$ cat src/rtl/qdrc_phy_burst_align.sv
// QDR read-path burst aligner: re-times half-cycle-late bits, calibrates read latency
// against the all-ones/all-zeros training word, then delays rd_en into rd_valid.
module qdrc_phy_burst_align #(
  parameter int DATA_WIDTH    = 18,
  parameter int MAX_LATENCY   = 15,
  parameter int LAT_WIDTH     = 4,
  parameter int CONFIRM_COUNT = 4
) (
  input  logic                  clk,
  input  logic                  reset,
  input  logic [DATA_WIDTH-1:0] aligned,
  input  logic [DATA_WIDTH-1:0] q_rise,
  input  logic [DATA_WIDTH-1:0] q_fall,
  input  logic                  cal_start,
  output logic                  cal_rd_req,
  output logic                  cal_done,
  output logic                  cal_fail,
  input  logic                  rd_en,
  output logic                  rd_valid,
  output logic [DATA_WIDTH-1:0] d_rise,
  output logic [DATA_WIDTH-1:0] d_fall,
  output logic [LAT_WIDTH-1:0]  latency
);

  localparam int CNT_W = $clog2(MAX_LATENCY + 2);
  localparam int GAP_W = $clog2(MAX_LATENCY + 1);
  localparam int REP_W = $clog2(CONFIRM_COUNT + 1);

  typedef enum logic [2:0] {
    S_IDLE, S_ISSUE, S_WAIT, S_GAP, S_PASS, S_FAIL
  } state_e;

  state_e state_q, state_d;

  logic [DATA_WIDTH-1:0]  dRise_q, dRise_d, dFall_q, dFall_d, qFallPrev_q;
  logic [CNT_W-1:0]       cnt_q, cnt_d, cntCur;
  logic [GAP_W-1:0]       gap_q, gap_d;
  logic [REP_W-1:0]       rep_q, rep_d, repInc;
  logic [LAT_WIDTH-1:0]   meas_q, meas_d, lat_q, lat_d;
  logic                   done_q, done_d, fail_q, fail_d;
  logic [MAX_LATENCY-1:0] vldSr_q, vldSr_d;
  logic [MAX_LATENCY:0]   tap;
  logic                   match, timeout, latMismatch;

  // A late bit's rising half arrived in the previous cycle's fall slot.
  always_comb begin
    dRise_d = (aligned & q_rise) | (~aligned & qFallPrev_q);
    dFall_d = (aligned & q_fall) | (~aligned & q_rise);
    vldSr_d = {vldSr_q[MAX_LATENCY-2:0], rd_en};
  end

  always_ff @(posedge clk) begin
    if (reset) begin
      state_q     <= S_IDLE;
      dRise_q     <= '0;
      dFall_q     <= '0;
      qFallPrev_q <= '0;
      cnt_q       <= '0;
      gap_q       <= '0;
      rep_q       <= '0;
      meas_q      <= '0;
      lat_q       <= '0;
      done_q      <= 1'b0;
      fail_q      <= 1'b0;
      vldSr_q     <= '0;
    end else begin
      state_q     <= state_d;
      dRise_q     <= dRise_d;
      dFall_q     <= dFall_d;
      qFallPrev_q <= q_fall;
      cnt_q       <= cnt_d;
      gap_q       <= gap_d;
      rep_q       <= rep_d;
      meas_q      <= meas_d;
      lat_q       <= lat_d;
      done_q      <= done_d;
      fail_q      <= fail_d;
      vldSr_q     <= vldSr_d;
    end
  end

  assign match       = (&dRise_q) && !(|dFall_q);
  assign cntCur      = cnt_q + 1'b1;
  assign repInc      = rep_q + 1'b1;
  assign timeout     = cntCur > CNT_W'(MAX_LATENCY);
  assign latMismatch = cntCur != CNT_W'(meas_q);

  always_comb begin
    state_d = state_q;
    case (state_q)
      S_IDLE:  if (cal_start) state_d = S_ISSUE;
      S_ISSUE: state_d = S_WAIT;
      S_WAIT: begin
        if (timeout)
          state_d = S_FAIL;
        else if (match)
          state_d = (rep_q != '0 && latMismatch) ? S_FAIL : S_GAP;
      end
      S_GAP: begin
        if (gap_q == GAP_W'(MAX_LATENCY))
          state_d = (repInc == REP_W'(CONFIRM_COUNT)) ? S_PASS : S_ISSUE;
      end
      S_PASS:  state_d = S_IDLE;
      S_FAIL:  state_d = S_IDLE;
      default: state_d = S_IDLE;
    endcase
  end

  // Calibration bookkeeping; the first read's latency is the reference for the rest.
  always_comb begin
    cnt_d  = cnt_q;
    gap_d  = gap_q;
    rep_d  = rep_q;
    meas_d = meas_q;
    lat_d  = lat_q;
    done_d = done_q;
    fail_d = fail_q;
    case (state_q)
      S_IDLE: begin
        if (cal_start) begin
          done_d = 1'b0;
          fail_d = 1'b0;
          lat_d  = '0;
          rep_d  = '0;
        end
      end
      S_ISSUE: cnt_d = '0;
      S_WAIT: begin
        cnt_d = cntCur;
        gap_d = '0;
        if (!timeout && match && rep_q == '0)
          meas_d = cntCur[LAT_WIDTH-1:0];
      end
      S_GAP: begin
        gap_d = gap_q + 1'b1;
        if (gap_q == GAP_W'(MAX_LATENCY))
          rep_d = repInc;
      end
      S_PASS: begin
        lat_d  = meas_q;
        done_d = 1'b1;
      end
      S_FAIL: begin
        fail_d = 1'b1;
        done_d = 1'b1;
      end
      default: ;
    endcase
  end

  assign tap = {vldSr_q, rd_en};

  always_comb begin
    cal_rd_req = (state_q == S_ISSUE);
    cal_done   = done_q;
    cal_fail   = fail_q;
    latency    = lat_q;
    d_rise     = dRise_q;
    d_fall     = dFall_q;
    rd_valid   = done_q && !fail_q && tap[lat_q];
  end

endmodule

$ cat config.mk
export PLATFORM = sky130hd
export DESIGN_NAME = qdrc_phy_burst_align
export DESIGN_NICKNAME = d
export VERILOG_FILES = /design/src/rtl/qdrc_phy_burst_align.sv
export SDC_FILE = /design/constraint.sdc
export NUM_CORES = 1
export LEC_CHECK = 0
export ABC_AREA = 1
export ABC_CLOCK_PERIOD_IN_PS = 2200
export BUFFER_PORTS_ARGS = -buffer_cell sky130_fd_sc_hd__buf_2
export CAP_MARGIN = 20
export CORE_MARGIN = 10
export CORE_UTILIZATION = 45
export DETAILED_ROUTE_END_ITERATION = 12
export PLACE_DENSITY = 0.72
export RECOVER_POWER = 25
export REMOVE_ABC_BUFFERS = 1
export SLEW_MARGIN = 20
export SYNTH_ARGS = -nofsm -noshare
export SYNTH_HDL_FRONTEND = slang
export SYNTH_SLANG_ARGS = --single-unit
$ cat constraint.sdc
create_clock -name clk -period 2.2 [get_ports clk]
set_input_delay 0.55 -clock clk [delete_from_list [all_inputs] [get_ports clk]]
set_output_delay 0.55 -clock clk [all_outputs]
set_load 0.05 [all_outputs]
-- After elaboration in Yosys (flattened, before gate mapping)
Index checks and enable logic that the tools add are counted.
- logic and storage cells: 81
- register bits after elaboration: 94
- output and inout port bits: 44
- input port bits: 58
- reductions and logical operators: 27
- bitwise operators: 7
- eq/ne operators: 11
- add/sub/neg operators: 3
- $lt $le $gt $ge: 2
- multiplexer cells: 19
- operators by type and width (operator ; count):
    $and 18x18->18 ; 4
    $or 18x18->18 ; 2
    $mux 3 ; 8
    $not 18->18 ; 1
    $reduce_and 18->1 ; 1
    $reduce_or 18->1 ; 1
    $pmux 4 s2 ; 2
    $pmux 3 s4 ; 1
    $reduce_bool 2->1 ; 6
    $pmux 5 s2 ; 1
    $eq 3x3->1 const B ; 3
    $reduce_and 2->1 ; 4
    $eq 3x2->1 const B ; 2
    $logic_and 1x1->1 ; 6
    $logic_not 3->1 ; 2
    $pmux 3 s2 ; 1
    $reduce_and 3->1 ; 2
    $add 5x1->5 const B ; 1
    $gt 5x4->1 const B ; 1
    $lt 4x5->1 const B ; 1
    $ne 5x4->1 ; 1
    $add 4x1->4 const B ; 1
    $bmux 1 s4 ; 1
    $eq 4x4->1 const B ; 1
    10 further kinds ; 15

-- Longest topological paths before layout
- depth after elaboration: 7
- gate-level depth with buffers: 14
- mapped depth without buffers: 13

-- Least setup slack after synthesis
OpenSTA, ideal clock, no wires.
- kind: register to output
- start point: register lat_q[0], in the netlist latency[0]
- end point: output port rd_valid
- slack: -0.343 ns
- stages on the path, launching flop included: 8
- buffers on the path: 1
- arrival: 1.993 ns
- required time: 1.650 ns
- cells stage by stage: dfxtp_1 -> clkbuf_1 -> o21ai_0 -> nand3_1 -> nand3_1 -> nand2_1 -> nand2_1 -> nor2_1
- cells in the longest elaborated chain, start to end: 3
- RTL lines (what ; RTL line ; RTL):
    start, declared ; 39 ; logic [LAT_WIDTH-1:0] meas_q, meas_d, lat_q, lat_d;
    start signal, assigned ; 75 ; lat_q <= lat_d;
    $bmux 1 s4 ; 160 ; rd_valid = done_q && !fail_q && tap[lat_q];
    $mux 1 (not written as such) ; 160 ;
    $logic_and 1x1->1 ; 160 ;
    end, declared ; 19 ; output logic rd_valid,
Every way passes these cells. The select of a mux whose other input is x is not followed.

-- Worst setup path after layout
Same ends and word-level chain as after synthesis.

==> results.sh <==
export IMPL_whs_ns=0.388
export IMPL_portBuffers=101
export IMPL_share_comb_of_total_power_pct=23.4
export IMPL_die_y_um=111
export IMPL_vdd_drop_max_uv=514
export IMPL_first_iter_violations=87
export IMPL_critPathMaxStageDelay_ns=0.37
export IMPL_switching_share_pct=33.5
export IMPL_ys_top_cells_by_area="dfxtp_1 50%, a21oi_1 8.1%, inv_1 7.7%"
export IMPL_totalWireLength_um=9230
export IMPL_initial_core_util_pct=46.0
export IMPL_dp_hpwl_um=7120
export IMPL_cts_sinks=94
export IMPL_setup_ws_ns=0.0569
export IMPL_gr_total_overflow=0
export IMPL_rr_worst_depth=13
export IMPL_crit_fanout=5
export IMPL_grt_pass1_vias=3423
export IMPL_core_area_mm2=0.00818
export IMPL_finalMaxSlewViolations=0
export IMPL_async_flop_share_pct=0
export IMPL_ys_warn_count=0
export IMPL_die_area_mm2=0.0124
export IMPL_synth_cell_type_count=33
export IMPL_cap_viol_max_count=0
export IMPL_clk_latency_ns=0.36
export IMPL_slowest_stage="dfxtp_4"
export IMPL_outcome="completed"
export IMPL_antenna_found_initial=0
export IMPL_cp_cell_sequence="buf_6 > a21oi_1 > o21ai_1 > nand3_1 > nand3b_1 > nand2_1 > nand2_1 > nor2_2 > buf_6"
export IMPL_crit_type="reg -> out"
export IMPL_cts_tree="built"
export IMPL_synth_seq_cells=94
export IMPL_cp_required_ns=1.65
export IMPL_crit_buf_inv=2
export IMPL_r2r_start="cnt_q[0]"
export IMPL_syn_area_per_cell_um2=7.82
export IMPL_seqPwrFrac_pct=45.7
export IMPL_p_switching_mw=1.38
export IMPL_hold_viol=0
export IMPL_wire_per_inst_um=13.2
export IMPL_grt_max_degree=51
export IMPL_cp_endpoint="rd_valid"
export IMPL_setup_viol_count_final=0
export IMPL_drive_gt1_share_pct=26.8
export IMPL_antenna_diode_count=0
export IMPL_nFillCells=782
export IMPL_grt_pass1_wl_um=15600
export IMPL_critical_path_top_delay_family="simple AND/OR/NAND/NOR gates"
export IMPL_min_path_type="in -> reg"
export IMPL_powerDensity_mw_per_mm2=881
export IMPL_min_period_ns=2.14
export IMPL_clk_root_buffer_cell="clkbuf_8"
export IMPL_critical_path_startpoint="latency[0]"
export IMPL_end_kind="output pin"
export IMPL_tightest_slew_ns=1.09
export IMPL_layout_nets=652
export IMPL_netlist_area_leader_share_pct=50.0
export IMPL_seq_area_frac_synth_pct=50.0
export IMPL_viasPerCell=4.87
export IMPL_cts_hold_buf=0
export IMPL_critPathLaunchType="flop"
export IMPL_p_leak_nw=2.21
export IMPL_grtUsageTotal_pct=14.8
export IMPL_yosysMostFrequentCell="dfxtp_1"
export IMPL_netlist_instances=481
export IMPL_drcViolationCount=0
export IMPL_crit_arrival_ns=1.59
export IMPL_finClkSkew_ns=0.0108
export IMPL_path_clk_slew_ns=0.09
export IMPL_rr_endpoint="state_q[2]"
export IMPL_die_x_um=111
export IMPL_preCtsSetupSlack_ns=0.233
export IMPL_synth_top_area_cell="dfxtp_1"
export IMPL_worstSetupPathDepth=9
export IMPL_fmax_mhz=467
export IMPL_area_growth_pct=24.3
export IMPL_internal_power_mw=2.74
export IMPL_cts_buffer_depth=2
export IMPL_wl_met1_um=3830
export IMPL_cts_htree_levels=3
export IMPL_cts_buffers=9
export IMPL_antenna_left=0
export IMPL_synth_flop_cell="dfxtp_1"
export IMPL_wl_met2_um=4170
export IMPL_met3_length_um=1080
export IMPL_synth_common_cells="94 x dfxtp_1, 77 x inv_1, 64 x nor2_1, 61 x a21oi_1, 53 x nand2_1"
export IMPL_min_period_over_period_pct=97.4
export IMPL_p_clk_share_pct=30.9
export IMPL_grt_setup_unrepaired="yes"
export IMPL_first_pass_iters=5
export IMPL_synth_area_mm2=0.00376
export IMPL_synth_edf_count=0
export IMPL_rows=33
export IMPL_max_slew_margin_pct=27.6
export IMPL_top_layer="met4"
export IMPL_io_pins=102
export IMPL_r2r_slack_ns=0.31
export IMPL_vias=3399
export IMPL_finalWeightedCongestion=0.814
[worst min path at each step]
stage	startpoint	end	slack, ns	depth (start not counted)
floorplan	vldSr_q[10]	vldSr_q[11]	0.40	2
global placement	vldSr_q[7]	vldSr_q[8]	0.41	2
detailed placement	vldSr_q[7]	vldSr_q[8]	0.41	2
CTS	aligned[1]	d_fall[1]	0.37	2
global route	aligned[1]	d_rise[1]	0.38	2
finish	aligned[14]	d_fall[14]	0.39	2
[power groups by stage]
stage               registers, mW  logic, mW  clock network, mW
floorplan                    2.07      0.552                  0
global placement             1.92      0.947                  0
detailed placement           1.92      0.970                  0
CTS                          1.88      0.976               1.30
global route                 1.90       1.08               1.36
finish                       1.88      0.965               1.27
[cells by family after synthesis]
| group | Yosys count | share of synthesized area (%) |
|---|---|---|
| and+or+nand+nor | 161 | 20.8 |
| AOI/OAI and AO/OA | 122 | 17.1 |
| buffers and inverters | 96 | 9.64 |
| DFF | 94 | 50.0 |
| adders and majority gates | 6 | 1.99 |
| xor gates and xnor gates | 2 | 0.466 |
[placed cells by master (no fill, tap or decap), types with 4 or more instances in the layout]
master / synthesis / routed
a211oi_1: 4 / 4
a21oi_1: 61 / 56
a21oi_2: 3 / 8
buf_2: 1 / 99
clkbuf_8: 0 / 9
dfxtp_1: 94 / 92
ha_1: 6 / 6
inv_1: 77 / 76
inv_2: 6 / 7
nand2_1: 53 / 53
nand3_1: 13 / 13
nand4_1: 7 / 7
nor2_1: 64 / 63
nor2_2: 3 / 4
nor2_4: 4 / 4
o21ai_0: 49 / 44
o21ai_1: 2 / 7
[through the flow]
stage          area (um^2)  setup TNS [ns]  power [mW]  instances  util (%)
2_1_floorplan         3720          -0.461        2.62        469         -
3_3_place_gp          4390               0        2.87        678      53.7
3_5_place_dp          4390               0        2.89        678      53.7
4_1_cts               4670               0        4.16        697      57.1
5_1_grt               4680         -0.0430        4.34        698      57.2
6_report              4680               0        4.12        698      57.2
[metal layers]
layer | up-vias | global-route usage, %
met3 | 13 | 8.00
met4 | 0 | 6.68
li1 | 1751 | -
met2 | 94 | 23.8
met5 | - | 0
met1 | 1541 | 15.7
[flip-flops by register name, indices dropped and copies added, names as in the netlist, 4 cells and up]
register / cells
qFallPrev_q: 18
latency: 4
vldSr_q: 15
cnt_q: 5
meas_q: 4
d_rise: 18
gap_q: 4
d_fall: 18
[timing repair]
action	CTS	global route
buffers inserted	3	1
resized for setup	17	3
setup endpoints to repair	1	1
pin swaps	3	11
hold endpoints to repair	0	0
[worst reg2reg max path, delay by kind of cell (launching register included)]
kind / cells / cell delay, ns
AOI/OAI and AO/OA: 1 / 0.17
DFF: 1 / 0.50
buffers and inverters: 2 / 0.20
and+or+nand+nor: 9 / 0.57
adders and majority gates: 1 / 0.31
[cell type report]
type / instances / area, um^2 / share of cell area, %
multi-input cells: 291 / 1540 / 32.9
repair buffers: 108 / 581 / 12.4
well taps: 105 / 131 / 2.81
clock inverters: 6 / 93.8 / 2.01
inverters: 84 / 315 / 6.74
flip-flops and latches: 94 / 1890 / 40.4
clock buffers: 10 / 128 / 2.73
No activity file was read; power rests on OpenSTA's default activity.
